$ cat src/rtl/sensor_slot_decoder_if.sv
// Bus bundle for sensor_slot_decoder: frame control, wired-OR slot pulse input,
// read port and frame status. The master drives the inputs; the decoder is the slave.
interface sensor_slot_decoder_if #(
    parameter int SLOT_BITS = 4,
    parameter int DATA_BITS = 8
);
    logic                        sample_en;
    logic                        slot_in;
    logic [SLOT_BITS-1:0]        rd_addr;
    logic [DATA_BITS-1:0]        rd_data;
    logic                        rd_hit;
    logic [(1<<SLOT_BITS)-1:0]   valid_map;
    logic                        busy;
    logic                        frame_done;
    logic                        dup_err;

    modport master (
        output sample_en, slot_in, rd_addr,
        input  rd_data, rd_hit, valid_map, busy, frame_done, dup_err
    );

    modport slave (
        input  sample_en, slot_in, rd_addr,
        output rd_data, rd_hit, valid_map, busy, frame_done, dup_err
    );
endinterface

$ cat src/rtl/sensor_slot_decoder.sv
// Time-slot sensor decoder: a frame walks slot_cnt/data_cnt; a slot pulse latches data_cnt for
// that slot. Optional macro SLOT_DUP_DETECT_EN keeps the first pulse per frame and flags repeats.
module sensor_slot_decoder #(
    parameter int SLOT_BITS = 4,
    parameter int DATA_BITS = 8
) (
    input  logic                  clk_division,
    input  logic                  rst_n,
    sensor_slot_decoder_if.slave  bus
);
    localparam int NSLOT = 1 << SLOT_BITS;

    typedef enum logic [1:0] {IDLE, RUN, DONE} state_e;

    state_e                 state_q, state_d;
    logic [SLOT_BITS-1:0]   slot_cnt_q, slot_cnt_d;
    logic [DATA_BITS-1:0]   data_cnt_q, data_cnt_d;
    logic [NSLOT-1:0]       valid_map_q, valid_map_d;
    logic [DATA_BITS-1:0]   mem_q [NSLOT];
    logic [DATA_BITS-1:0]   mem_d [NSLOT];
    logic [DATA_BITS-1:0]   rd_data_q, rd_data_d;
    logic                   rd_hit_q, rd_hit_d;
    logic                   busy_q, busy_d;
    logic                   frame_done_q, frame_done_d;
    logic                   dup_err_q, dup_err_d;

    always_comb begin
        state_d      = state_q;
        slot_cnt_d   = slot_cnt_q;
        data_cnt_d   = data_cnt_q;
        valid_map_d  = valid_map_q;
        mem_d        = mem_q;
        dup_err_d    = dup_err_q;
        busy_d       = 1'b0;
        frame_done_d = 1'b0;
        // Reads see the pre-edge array, so a same-edge capture returns old contents.
        rd_data_d    = mem_q[bus.rd_addr];
        rd_hit_d     = valid_map_q[bus.rd_addr];

        case (state_q)
            IDLE: begin
                if (bus.sample_en) begin
                    state_d     = RUN;
                    slot_cnt_d  = '0;
                    data_cnt_d  = '0;
                    valid_map_d = '0;
                    dup_err_d   = 1'b0;
                    busy_d      = 1'b1;
                end
            end
            RUN: begin
                busy_d     = 1'b1;
                slot_cnt_d = slot_cnt_q + SLOT_BITS'(1);
                if (slot_cnt_q == '1) begin
                    data_cnt_d = data_cnt_q + DATA_BITS'(1);
                    if (data_cnt_q == '1) begin
                        state_d      = DONE;
                        busy_d       = 1'b0;
                        frame_done_d = 1'b1;
                    end
                end
                if (bus.slot_in) begin
`ifdef SLOT_DUP_DETECT_EN
                    if (valid_map_q[slot_cnt_q]) begin
                        dup_err_d = 1'b1;
                    end else begin
                        mem_d[slot_cnt_q]       = data_cnt_q;
                        valid_map_d[slot_cnt_q] = 1'b1;
                    end
`else
                    mem_d[slot_cnt_q]       = data_cnt_q;
                    valid_map_d[slot_cnt_q] = 1'b1;
`endif
                end
            end
            DONE: state_d = IDLE;
            default: state_d = IDLE;
        endcase
    end

    always_ff @(posedge clk_division or negedge rst_n) begin
        if (!rst_n) begin
            state_q      <= IDLE;
            slot_cnt_q   <= '0;
            data_cnt_q   <= '0;
            valid_map_q  <= '0;
            mem_q        <= '{default: '0};
            rd_data_q    <= '0;
            rd_hit_q     <= 1'b0;
            busy_q       <= 1'b0;
            frame_done_q <= 1'b0;
            dup_err_q    <= 1'b0;
        end else begin
            state_q      <= state_d;
            slot_cnt_q   <= slot_cnt_d;
            data_cnt_q   <= data_cnt_d;
            valid_map_q  <= valid_map_d;
            mem_q        <= mem_d;
            rd_data_q    <= rd_data_d;
            rd_hit_q     <= rd_hit_d;
            busy_q       <= busy_d;
            frame_done_q <= frame_done_d;
            dup_err_q    <= dup_err_d;
        end
    end

    assign bus.rd_data    = rd_data_q;
    assign bus.rd_hit     = rd_hit_q;
    assign bus.valid_map  = valid_map_q;
    assign bus.busy       = busy_q;
    assign bus.frame_done = frame_done_q;
    assign bus.dup_err    = dup_err_q;
endmodule

$ cat src/flat_wrapper.sv
// flat-port wrapper written by rule: the top's interface ports become plain ports
module sensor_slot_decoder_flat 
#(
    parameter int SLOT_BITS = 4,
    parameter int DATA_BITS = 8
)
  (clk_division, rst_n, bus_sample_en, bus_slot_in, bus_rd_addr, bus_rd_data, bus_rd_hit, bus_valid_map, bus_busy, bus_frame_done, bus_dup_err);
  sensor_slot_decoder_if #(.SLOT_BITS(SLOT_BITS), .DATA_BITS(DATA_BITS)) bus_i ();
  input  logic clk_division;
  input  logic rst_n;
  input wire logic [$bits(bus_i.sample_en)-1:0] bus_sample_en;
  input wire logic [$bits(bus_i.slot_in)-1:0] bus_slot_in;
  input wire logic [$bits(bus_i.rd_addr)-1:0] bus_rd_addr;
  output wire logic [$bits(bus_i.rd_data)-1:0] bus_rd_data;
  output wire logic [$bits(bus_i.rd_hit)-1:0] bus_rd_hit;
  output wire logic [$bits(bus_i.valid_map)-1:0] bus_valid_map;
  output wire logic [$bits(bus_i.busy)-1:0] bus_busy;
  output wire logic [$bits(bus_i.frame_done)-1:0] bus_frame_done;
  output wire logic [$bits(bus_i.dup_err)-1:0] bus_dup_err;
  assign bus_i.sample_en = bus_sample_en;
  assign bus_i.slot_in = bus_slot_in;
  assign bus_i.rd_addr = bus_rd_addr;
  assign bus_rd_data = bus_i.rd_data;
  assign bus_rd_hit = bus_i.rd_hit;
  assign bus_valid_map = bus_i.valid_map;
  assign bus_busy = bus_i.busy;
  assign bus_frame_done = bus_i.frame_done;
  assign bus_dup_err = bus_i.dup_err;
  sensor_slot_decoder #(.SLOT_BITS(SLOT_BITS), .DATA_BITS(DATA_BITS)) u_core (.clk_division(clk_division), .rst_n(rst_n), .bus(bus_i));
endmodule
$ cat config.mk
export PLATFORM = sky130hd
export DESIGN_NAME = sensor_slot_decoder_flat
export DESIGN_NICKNAME = d
export VERILOG_FILES = /design/src/rtl/sensor_slot_decoder_if.sv /design/src/rtl/sensor_slot_decoder.sv /design/src/flat_wrapper.sv
export SDC_FILE = /design/constraint.sdc
export NUM_CORES = 1
export LEC_CHECK = 0
export BUFFER_PORTS_ARGS = -buffer_cell sky130_fd_sc_hd__buf_2
export CAP_MARGIN = 0
export CORE_ASPECT_RATIO = 1.75
export CORE_MARGIN = 3
export CORE_UTILIZATION = 40
export CTS_CLUSTER_SIZE = 14
export DETAILED_ROUTE_END_ITERATION = 10
export GPL_TIMING_DRIVEN = 0
export PLACE_DENSITY_LB_ADDON = 0.05
export SYNTH_ARGS = -nofsm -noshare
export SYNTH_HDL_FRONTEND = slang
export SYNTH_SLANG_ARGS = --single-unit
$ cat constraint.sdc
create_clock -name clk_division -period 2.3 [get_ports clk_division]
set_input_delay 0.23 -clock clk_division [delete_from_list [all_inputs] [get_ports clk_division]]
set_output_delay 0.23 -clock clk_division [all_outputs]
set_load 0.02 [all_outputs]
* Yosys cells after proc, flatten, opt, wreduce, memory -nomap -nowiden
Index checks and enable logic that the tools add are counted.
Word-level totals: logic and storage cells 80, output and inout bits 28, register bits after elaboration 169, input bits 8
Cells by class: bitwise logic cells 3, magnitude comparators 6, reduce and logical (&&, ||, !) cells 9, eq/ne operators 7, muxes and demuxes 29, add/sub/neg operators 2
Operators by type and width (number):
- bitwise mux 128 bit | 1
- two-way mux 8 bit | 5
- binary-select mux 8 bit (select 4 bit) | 1
- demux 8 bit (select 4 bit) | 1
- two-way mux 16 bit | 2
- case mux 16 bit (2 select lines) | 1
- OR 16 bit | 1
- case mux 8 bit (2 select lines) | 1
- >= comparator 5 bit, second input constant | 2
- < comparator 4 x 5 -> 1 bit, second input constant | 2
- NOT 4 -> 5 bit | 2
- AND reduction 3 bit | 3
- adder 8 x 1 -> 8 bit, second input constant | 1
- equality test 8 bit, second input constant | 1
- two-way mux 1 bit | 8
- case mux 4 bit (2 select lines) | 1
- two-way mux 2 bit | 3
- < comparator 5 x 1 -> 1 bit, second input constant | 1
- adder 4 x 1 -> 4 bit, second input constant | 1
- binary-select mux 1 bit (select 4 bit) | 1
- demux 1 bit (select 4 bit) | 1
- equality test 4 bit, second input constant | 1
- >= comparator 4 x 1 -> 1 bit, second input constant | 1
- two-way mux 4 bit | 1
- 9 further kinds | 13

* Longest topological paths before layout
Gate-level depths: netlist (run 1).
depth in word-level cells 7, mapped depth 6, depth with buffers taken out 5

* Worst setup path before layout (run 1)
Ideal clock, no wire load.
path kind register -> register, start point register u_core.slot_cnt_q[0], end point register u_core.mem_q[100] (netlist name), required time 2175 ps, setup time 125 ps, setup slack 618 ps, buffers on the path 1, stages on the path, launching flop included 6, arrival 1558 ps, clock period less this slack 1682 ps, cells stage by stage dfrtp_1 -> ha_1 -> nand4b_2 -> or3_1 -> buf_2 -> mux2_2
On the way: word-level cells in the longest chain between the ends 6, elaborated cells on any way between the ends 7, those cells by class order compare: 2; mux: 3; bitwise: 1; reduce/logical: 1
RTL lines:
- from (decl) | RTL line sensor_slot_decoder.sv:16 | logic [SLOT_BITS-1:0] slot_cnt_q, slot_cnt_d;
- from (signal assigned) | RTL line sensor_slot_decoder.sv:95 | slot_cnt_q <= slot_cnt_d;
- NOT 4 -> 5 bit (not written as such) (*) | RTL line sensor_slot_decoder.sv:71 | mem_d[slot_cnt_q] = data_cnt_q;
- >= comparator 5 bit (not written as such) or < comparator 5 x 1 -> 1 bit (tied branches) | RTL line sensor_slot_decoder.sv:71
- logical AND 1 bit (not written as such) | RTL line sensor_slot_decoder.sv:71
- two-way mux 8 bit (not written as such) | RTL line sensor_slot_decoder.sv:71
- demux 8 bit (select 4 bit) (*) | RTL line sensor_slot_decoder.sv:71
- bitwise mux 128 bit (*) | RTL line sensor_slot_decoder.sv:71
- to (signal assigned) | RTL line sensor_slot_decoder.sv:98 | mem_q <= mem_d;
- to (decl) | RTL line sensor_slot_decoder.sv:19 | logic [DATA_BITS-1:0] mem_q [NSLOT];
Mark *: on every way between the ends. The rest lies on a longest branch, timed or not. A chain may end at the register's enable or synchronous reset.

* Worst setup path after layout (run 1)
start point input port bus_rd_addr[1], end point register u_core.rd_hit_q (netlist: u_core.bus.rd_hit)
On the way: word-level cells in the longest chain between the ends 2
RTL lines:
- from (decl) | RTL line flat_wrapper.sv:13 | input wire logic [$bits(bus_i.rd_addr)-1:0] bus_rd_addr;
- binary-select mux 1 bit (select 4 bit) | RTL line sensor_slot_decoder.sv:38 | rd_hit_d = valid_map_q[bus.rd_addr];
- two-way mux 1 bit (not written as such) | RTL line sensor_slot_decoder.sv:38
- net u_core.rd_hit_d | RTL line sensor_slot_decoder.sv:22 | logic rd_hit_q, rd_hit_d;
- to (signal assigned) | RTL line sensor_slot_decoder.sv:100 | rd_hit_q <= rd_hit_d;
- to (decl) | RTL line sensor_slot_decoder.sv:22
The timed path passes the listed nets, and every way through them passes these cells. The select of a mux whose other input is x is not followed.

==> results of run 1 <==
-- final cells by class --
class | instances | share of cell area, %
Multi-Input combinational cell | 304 | 37.3
Clock buffer | 23 | 5.53
Sequential cell | 169 | 47.9
Timing Repair Buffer | 34 | 2.35
Buffer | 38 | 1.93
Inverter | 8 | 0.340
Tap cell | 238 | 3.37
Clock inverter | 9 | 1.29
-- Yosys cell counts, types with 3 or more instances --
library cell / n
dfrtp_1: 169
mux2_2: 111
mux4_2: 36
nand2_1: 23
clkbuf_1: 20
a22oi_1: 18
mux2_4: 16
o21a_1: 12
nand2b_1: 10
nor2_2: 10
buf_2: 9
a21oi_1: 8
inv_1: 8
o21ai_0: 8
ha_1: 5
mux2i_1: 5
buf_1: 4
buf_4: 4
nand3_1: 4
a211oi_1: 3
nor2b_1: 3
nor3_1: 3
-- how the worst max path moves through the flow --
| stage | start | end | cells past startpoint |
|---|---|---|---|
| 2_1_floorplan | u_core.slot_cnt_q[0]$_DFFE_PN0P_ | u_core.mem_q[100]$_DFFE_PN0P_ | 5 |
| 3_5_place_dp | bus_rd_addr[1] | u_core.bus.rd_hit$_DFF_PN0_ | 5 |
| 6_report | bus_rd_addr[1] | u_core.bus.rd_hit$_DFF_PN0_ | 5 |
| 3_3_place_gp | rst_n | u_core.mem_q[40]$_DFFE_PN0P_ | 1 |
| 4_1_cts | u_core.state_q[1]$_DFFE_PN0P_ | u_core.data_cnt_q[3]$_DFFE_PN0P_ | 4 |
| 5_1_grt | u_core.state_q[1]$_DFFE_PN0P_ | u_core.state_q[0]$_DFFE_PN0P_ | 5 |
-- flip-flops by register name, summed over array words and instances (netlist names) --
signal / count
u_core.data_cnt_q: 8
u_core.slot_cnt_q: 4
u_core.state_q: 2
u_core.bus.rd_data: 8
u_core.bus.busy: 1
u_core.bus.rd_hit: 1
u_core.bus.frame_done: 1
u_core.mem_q: 128
u_core.bus.valid_map: 16
-- placed cells by master, fill, tap and decap left out, types with 4 or more instances in the layout --
cell type and n:
buf_4 4, clkbuf_16 17, nor2_2 10, ha_1 5
mux2_4 16, dfrtp_1 169, nand2b_1 10, mux2i_1 5
mux4_2 36, buf_1 4, buf_2 40, a21oi_1 8
mux2_2 111, o21a_1 12, clkbuf_8 4, nand3_1 4
clkbuf_1 22, nand2_1 23, inv_1 8, a22oi_1 18
o21ai_0 8
-- power groups by stage --
stage          sequential [mW]  clock, mW  combinational, mW
2_1_floorplan             4.97          0               2.30
3_3_place_gp              4.83          0               3.36
3_5_place_dp              4.92          0               3.47
4_1_cts                   4.88       2.99               3.48
5_1_grt                   5.03       3.11               3.71
6_report                  4.88       2.93               3.43
-- metrics by stage --
step	utilization [%]	worst slack, ns	hold WS [ns]	cells
3_3_place_gp	43.6	-1.48	0.464	789
5_1_grt	47.1	0.0988	0.257	823
4_1_cts	47.1	0.126	0.204	823
6_report	47.1	0.211	0.218	823
2_1_floorplan	-	0.618	-0.0656	519
3_5_place_dp	43.8	-0.252	0.165	790
-- per-layer routing --
metal	wire, um	vias up
met1	8190	2410
met4	600	0
met3	579	19
met5	0	-
met2	10300	63
li1	-	2009
-- worst max-delay path, delay by kind of cell --
| family | cells | cell delay (ns) |
|---|---|---|
| simple gates | 1 | 0.11 |
| mux | 1 | 0.41 |
| compound gates | 1 | 0.51 |
| buf+inv | 2 | 1.10 |
-- cell families after synthesis --
kind of cell	share of synthesized area (%)
buf+inv	2.59
compound gates	4.86
fa+ha+maj	0.810
other cells	0.0486
mux	30.6
flops	54.8
simple gates	6.34
==> flow_summary.json, run 1 <==
{
  "p_seq_share_pct": 43.4,
  "maxCapViolations": 0,
  "cp.required_ns": 2.59,
  "regToRegStartpoint": "u_core.slot_cnt_q[0]$_DFFE_PN0P_",
  "fillerInstances": 1677,
  "drc": 0,
  "first_iter_violations": 207,
  "place_area_um2": 8220,
  "hold_buffers": 1,
  "numCtsBuffers": 17,
  "nets": 585,
  "cts_tree": "done",
  "p_sw_share_pct": 31.1,
  "peakVddDrop_uv": 582,
  "synth_top_area_cell": "dfrtp_1",
  "maxSlewViolCount": 0,
  "hold_violations": 0,
  "crit_type": "in2reg",
  "ctsResizeCount": 0,
  "finalCritPeriodShare_pct": 90.8,
  "root_buffer": "clkbuf_16",
  "htree_levels": 4,
  "crit_slowest_cell": "clkbuf_1",
  "r2r_slack_ns": 0.25,
  "clk_latency_ns": 0.43,
  "synthFlopType": "dfrtp_1",
  "postCtsSetupBuffers": 0,
  "grt_pass1_wl_um": 30500,
  "ys_ff_latch": 169,
  "drive_above_1_share_pct": 44.1,
  "core-area_um2": 18700,
  "rsz0062_at_grt": "no",
  "area_growth_syn_to_layout_pct": 14.3,
  "critPathCaptureType": "register",
  "switching_power_mw": 3.49,
  "vias": 4501,
  "synth_top_area_share_pct": 54.8,
  "clock-sinks": 169,
  "start_kind": "input port",
  "chipHeight_um": 190,
  "synth-edff-count": 0,
  "fp.dieW_um": 111,
  "power.internal_mw": 7.75,
  "syn_area_per_cell_um2": 14.9,
  "synth_cells": 519,
  "clock_power_share_pct": 26.1,
  "vias_per_cell": 5.47,
  "min_path_cells": 4,
  "worst_slew_pin_slew_ns": 1.18,
  "relSlewSlack_pct": 20.8,
  "post_drt_wl_per_cell_um": 23.8,
  "dieArea_um2": 21100,
  "period_needed_ns": 2.09,
  "path_max_fanout": 10,
  "crit_chain": "clkbuf_1 > clkbuf_1 > mux4_2 > a22oi_1 > nand2_1",
  "max_freq_ghz": 0.479,
  "ff_latch_area_um2": 4230,
  "total_power_mw": 11.2,
  "clock_skew_ns": 0.0104,
  "async_flop_share_pct": 100,
  "r2r-end": "u_core.mem_q[33]$_DFFE_PN0P_",
  "clock_path_buffers": 2,
  "power_frac_comb_pct": 30.5,
  "p_per_area_nw_per_um2": 1270,
  "grt-ovfl-total": 0,
  "stdcell_area_um2": 8830,
  "drt-total-wl_um": 19600,
  "grt_pass1_vias": 4904,
  "num_rows": 66,
  "max_stage_delay_ns": 0.68,
  "routabilityCongestion": 0.785,
  "grt_util_all_layers_pct": 19.7,
  "grt.busiest_layer": "met2",
  "io_buffer_count": 32,
  "hp-class": "in2reg",
  "worstPathArrival_ns": 2.38,
  "setup_tns_ns": 0,
  "finalSetupViolations": 0,
  "grt_max_degree": 122,
  "status": "finished clean",
  "clk_pin_slew_worst_paths_ns": 0.07,
  "hpwl_um": 13200,
  "critPathMostFrequentCell": "clkbuf_1",
  "synth.area.top_cells": "dfrtp_1, mux2_2, mux4_2",
  "min_to": "u_core.slot_cnt_q[0]$_DFFE_PN0P_",
  "synth_area_um2": 7720,
  "worst_r2r_path_depth": 4,
  "synth_nets": 532,
  "use_met2_pct": 33.7,
  "ys_types": 44,
  "antenna_found_initial": 0,
  "p_leak_nw": 3.95,
  "firstDrtPassIters": 4,
  "postRouteAntennaNets": 0,
  "ios": 36,
  "grt.met3_usage_pct": 4.01,
  "multiInputGateArea_um2": 3290,
  "yosysSeqAreaShare_pct": 54.8,
  "met1_usage_pct": 24.4,
  "num_antenna_cells": 0,
  "start_util_pct": 41.2,
  "ys_warn_count": 0,
  "min_from": "bus_sample_en"
}
No activity file was read; power rests on OpenSTA's default activity.
==> inputs of run 2 (changes only) <==
RECOVER_POWER = 50   (was not set)
==> run 2 against run 1 <==
Effect of this change: global-route usage is the same; flip-flop and latch count is the same; power shrank 0.62%; largest cell class unchanged.
==> flow_summary.json, run 2 (same netlist as run 1, synthesis figures left out) <==
{
  "status": "finished clean",
  "routabilityCongestion": 0.785,
  "worst_slack_ns": 0.231,
  "peakVddDrop_uv": 581,
  "rsz0062_at_grt": "no",
  "cts_tree": "done",
  "postRouteAntennaNets": 0,
  "num_antenna_cells": 0,
  "drc": 0,
  "hpwl_um": 13200,
  "cp.required_ns": 2.59,
  "dp_cells": 790,
  "vias": 4495,
  "clk_pin_slew_worst_paths_ns": 0.07,
  "p_sw_share_pct": 31.2,
  "grt_max_degree": 122,
  "area_growth_syn_to_layout_pct": 13.7,
  "ios": 36,
  "maxSlewViolCount": 0,
  "max_freq_ghz": 0.483,
  "largest_reg_flops": 128,
  "antenna_found_initial": 0,
  "worstPathArrival_ns": 2.36,
  "p_seq_share_pct": 43.8,
  "post_drt_wl_per_cell_um": 23.8,
  "period_needed_ns": 2.07,
  "p_leak_nw": 3.86,
  "numCtsBuffers": 17,
  "grt_pass1_vias": 4904,
  "root_buffer": "clkbuf_16",
  "power_frac_comb_pct": 30.1,
  "grt_util_all_layers_pct": 19.7,
  "ctsResizeCount": 0,
  "finalCritPeriodShare_pct": 89.9,
  "start_kind": "input port",
  "path_max_fanout": 10,
  "grt_pass1_wl_um": 30500,
  "worst_slew_pin_slew_ns": 1.25,
  "clock_path_buffers": 2,
  "num_rows": 66,
  "htree_levels": 4,
  "start_util_pct": 41.2,
  "postCtsSetupBuffers": 0,
  "largest-register": "u_core.mem_q",
  "mostFrequentLayoutCells": "dfrtp_1, mux2_2, clkbuf_1",
  "chipHeight_um": 190,
  "vias_per_cell": 5.46,
  "switching_power_mw": 3.48,
  "drt-total-wl_um": 19600,
  "fin_cells": 823,
  "hp-class": "in2reg",
  "grt-ovfl-total": 0,
  "hold_violations": 0,
  "nets": 585,
  "first_iter_violations": 194,
  "io_buffer_count": 32,
  "drive_above_1_share_pct": 39.5,
  "final_util_pct": 46.8,
  "clock-sinks": 169,
  "finalSetupViolations": 0,
  "clock_skew_ns": 0.0122,
  "critPathCaptureType": "register",
  "clock_power_share_pct": 26.2,
  "firstDrtPassIters": 4,
  "crit_type": "in2reg",
  "power.internal_mw": 7.69,
  "fp.dieW_um": 111,
  "pre_cts_ws_ns": -0.252,
  "dieArea_um2": 21100,
  "maxCapViolations": 0,
  "p_per_area_nw_per_um2": 1270,
  "relSlewSlack_pct": 16.8,
  "clk_latency_ns": 0.43,
  "core-area_um2": 18700,
  "final_common_cell": "dfrtp_1",
  "hold_buffers": 1
}
==> run 2: power by group through the flow <==
stage | Clock (mW) | Sequential, mW | Combinational [mW]
final | 2.92 | 4.89 | 3.36
after global routing | 3.11 | 5.03 | 3.65
after floorplan | 0 | 4.97 | 2.30
after CTS | 2.99 | 4.88 | 3.48
after detailed placement | 0 | 4.92 | 3.47
after global placement | 0 | 4.83 | 3.36
==> run 2: metal layers <==
metal,part of all wire [%],wire [um],track usage (%)
met1,41,8090,24.4
met2,53,10300,33.7
met3,3.3,645,4.01
met4,2.8,544,7.78
met5,0,0,0
==> run 2: metrics by stage <==
step                setup TNS [ns]  power, mW  instance area, um2  hold slack, ns
finish                           0       11.2                8780           0.219
floorplan                        0       7.27                7720         -0.0656
detailed placement          -0.929       8.39                8220           0.165
global route                     0       11.8                8780           0.257
global placement           -247.63       8.19                8180           0.464
CTS                              0       11.3                8830           0.204
==> run 2: final timing paths <==
check / slack [ns] / depth (start not counted) / startpoint / end
min in group asynchronous: 0.61 / 2 / rst_n / u_core.mem_q[116]$_DFFE_PN0P_
max in group asynchronous: 0.39 / 3 / rst_n / u_core.mem_q[62]$_DFFE_PN0P_
setup reg to reg: 0.23 / 4 / u_core.slot_cnt_q[0]$_DFFE_PN0P_ / u_core.mem_q[33]$_DFFE_PN0P_
hold reg to reg: 0.49 / 1 / u_core.mem_q[92]$_DFFE_PN0P_ / u_core.mem_q[92]$_DFFE_PN0P_
hold / removal: 0.22 / 4 / bus_sample_en / u_core.slot_cnt_q[0]$_DFFE_PN0P_
setup / recovery: 0.23 / 5 / bus_rd_addr[1] / u_core.bus.rd_hit$_DFF_PN0_
==> run 2: final cells by class <==
class / count / area, um2
inverters: 8 / 30.0
fillers: 1685 / 9970
flip-flops and latches: 169 / 4230
plain buffers: 38 / 170
clock inverters: 9 / 114
well taps: 238 / 298
clock buffers: 23 / 488
repair buffers: 34 / 156
multi-input cells: 304 / 3290
==> run 2: worst max-delay path: stages <==
cell      delay (ns)
clkbuf_1        0.41
clkbuf_1        0.67
mux4_2          0.41
a22oi_1         0.51
nand2_1         0.11
==> inputs of run 3 (changes only) <==
CORE_UTILIZATION = 61   (was 40)
==> run 3 against run 2 <==
Effect of this change: critical path depth shrank 1; final cell count shrank 8.9%; clock power shrank 4%; global-route usage grew 7.0 points; worst setup slack gained 0.031 ns; non-clock buffer count is the same; highest routed layer unchanged.
==> flow_summary.json, run 3 (same netlist as run 1, synthesis figures left out) <==
{
  "pre_cts_ws_ns": -0.0180,
  "firstDrtPassIters": 5,
  "maxCapViolations": 0,
  "postRouteAntennaNets": 0,
  "htree_levels": 4,
  "max_stage_delay_ns": 0.55,
  "finalSetupViolations": 0,
  "vias_per_cell": 6.09,
  "clock_power_share_pct": 25.3,
  "ctsResizeCount": 0,
  "grt_pass1_wl_um": 27800,
  "core-area_um2": 12200,
  "worstPathArrival_ns": 2.34,
  "drt-total-wl_um": 17400,
  "hpwl_um": 11800,
  "fp.dieW_um": 91.1,
  "clock_skew_ns": 0.0201,
  "grt_pass1_vias": 4849,
  "p_sw_share_pct": 31.5,
  "relSlewSlack_pct": 23.8,
  "hold_buffers": 1,
  "io_buffer_count": 32,
  "cp.required_ns": 2.61,
  "mostFrequentLayoutCells": "dfrtp_1, mux2_2, clkbuf_1",
  "largest-register": "u_core.mem_q",
  "grt_max_degree": 94,
  "postCtsSetupBuffers": 0,
  "start_kind": "register",
  "largest_reg_flops": 128,
  "final_common_cell": "dfrtp_1",
  "vias": 4568,
  "setup_tns_ns": 0,
  "fin_cells": 750,
  "crit_chain": "ha_1 > nand4b_2 > nor2_2 > mux2_2",
  "worst_slack_ns": 0.262,
  "dieArea_um2": 14100,
  "final_util_pct": 71.1,
  "max_freq_ghz": 0.491,
  "nets": 585,
  "worst_slew_pin_slew_ns": 1.14,
  "peakVddDrop_uv": 820,
  "first_iter_violations": 303,
  "start_util_pct": 63.3,
  "chipHeight_um": 155,
  "hp-class": "in2reg",
  "clock-sinks": 169,
  "antenna_found_initial": 0,
  "power.internal_mw": 7.56,
  "status": "finished clean",
  "root_buffer": "clkbuf_16",
  "p_leak_nw": 3.86,
  "numCtsBuffers": 17,
  "p_seq_share_pct": 44.4,
  "dp_cells": 717,
  "clk_latency_ns": 0.43,
  "post_drt_wl_per_cell_um": 23.3,
  "routabilityCongestion": 0.783,
  "num_antenna_cells": 0,
  "area_growth_syn_to_layout_pct": 12.4,
  "finalCritPeriodShare_pct": 88.6,
  "switching_power_mw": 3.48,
  "rsz0062_at_grt": "no",
  "clk_pin_slew_worst_paths_ns": 0.06,
  "critPathCaptureType": "register",
  "power_frac_comb_pct": 30.3,
  "maxSlewViolCount": 0,
  "crit_slowest_cell": "nor2_2",
  "num_rows": 53,
  "grt_util_all_layers_pct": 26.6,
  "hold_violations": 0,
  "p_per_area_nw_per_um2": 1270,
  "cts_tree": "done",
  "period_needed_ns": 2.04,
  "drc": 0,
  "drive_above_1_share_pct": 39.7,
  "path_max_fanout": 9,
  "crit_type": "reg2reg",
  "ios": 36,
  "total_power_mw": 11.0,
  "grt-ovfl-total": 0,
  "clock_path_buffers": 2
}
## run 3: changes by cell type in the layout (fill, tap and decap cells not counted), sizes merged
cell,change
clkbuf,-3
inv,+3
buf,+1
bufinv,-1
clkinv,+1
clkinvlp,-1
## run 3: final cells by class
cell class	count	area [um2]
Clock buffer	21	470
Tap cell	165	206
Timing Repair Buffer	34	170
Fill cell	900	3520
Sequential cell	169	4230
Multi-Input combinational cell	304	3290
Inverter	8	30.0
Clock inverter	11	111
Buffer	38	170
## run 3: layer usage
metal | routed length [um] | track usage (%) | vias up | part of all wire [%]
li1 | - | - | 2015 | -
met1 | 6980 | 33.4 | 2429 | 40
met2 | 9310 | 46.2 | 102 | 53
met3 | 711 | 4.62 | 22 | 4.1
met4 | 438 | 10.0 | 0 | 2.5
met5 | 0 | 0 | - | 0
## run 3: worst max-delay path, delay by kind of cell, from the launching register on
family / cells / cell delay, ns
muxes: 1 / 0.40
DFF: 1 / 0.45
adders and majority gates: 1 / 0.29
and+or+nand+nor: 2 / 0.77
## run 3: final timing paths
| kind | from | endpoint | slack, ns | cells after the start |
|---|---|---|---|---|
| max | u_core.slot_cnt_q[0]$_DFFE_PN0P_ | u_core.mem_q[2]$_DFFE_PN0P_ | 0.26 | 4 |
| min | bus_sample_en | u_core.slot_cnt_q[0]$_DFFE_PN0P_ | 0.20 | 4 |
| max reg2reg | u_core.slot_cnt_q[0]$_DFFE_PN0P_ | u_core.mem_q[2]$_DFFE_PN0P_ | 0.26 | 4 |
| min reg2reg | u_core.mem_q[72]$_DFFE_PN0P_ | u_core.mem_q[72]$_DFFE_PN0P_ | 0.50 | 1 |
| max in group asynchronous | rst_n | u_core.bus.valid_map[14]$_DFFE_PN0P_ | 1.00 | 3 |
| min in group asynchronous | rst_n | u_core.mem_q[102]$_DFFE_PN0P_ | 0.40 | 2 |
## run 3: through the flow
step | instance area [um2] | hold WS [ns]
final | 8680 | 0.196
after global routing | 8680 | 0.242
after CTS | 8710 | 0.180
after detailed placement | 8120 | 0.310
after global placement | 8090 | 0.463
after floorplan | 7720 | -0.0656
## run 3: power groups by stage
stage | registers, mW | clock network, mW | logic, mW
finish | 4.91 | 2.80 | 3.34
global route | 5.05 | 2.97 | 3.60
global placement | 4.81 | 0 | 3.27
CTS | 4.89 | 2.84 | 3.43
detailed placement | 4.91 | 0 | 3.41
floorplan | 4.97 | 0 | 2.30
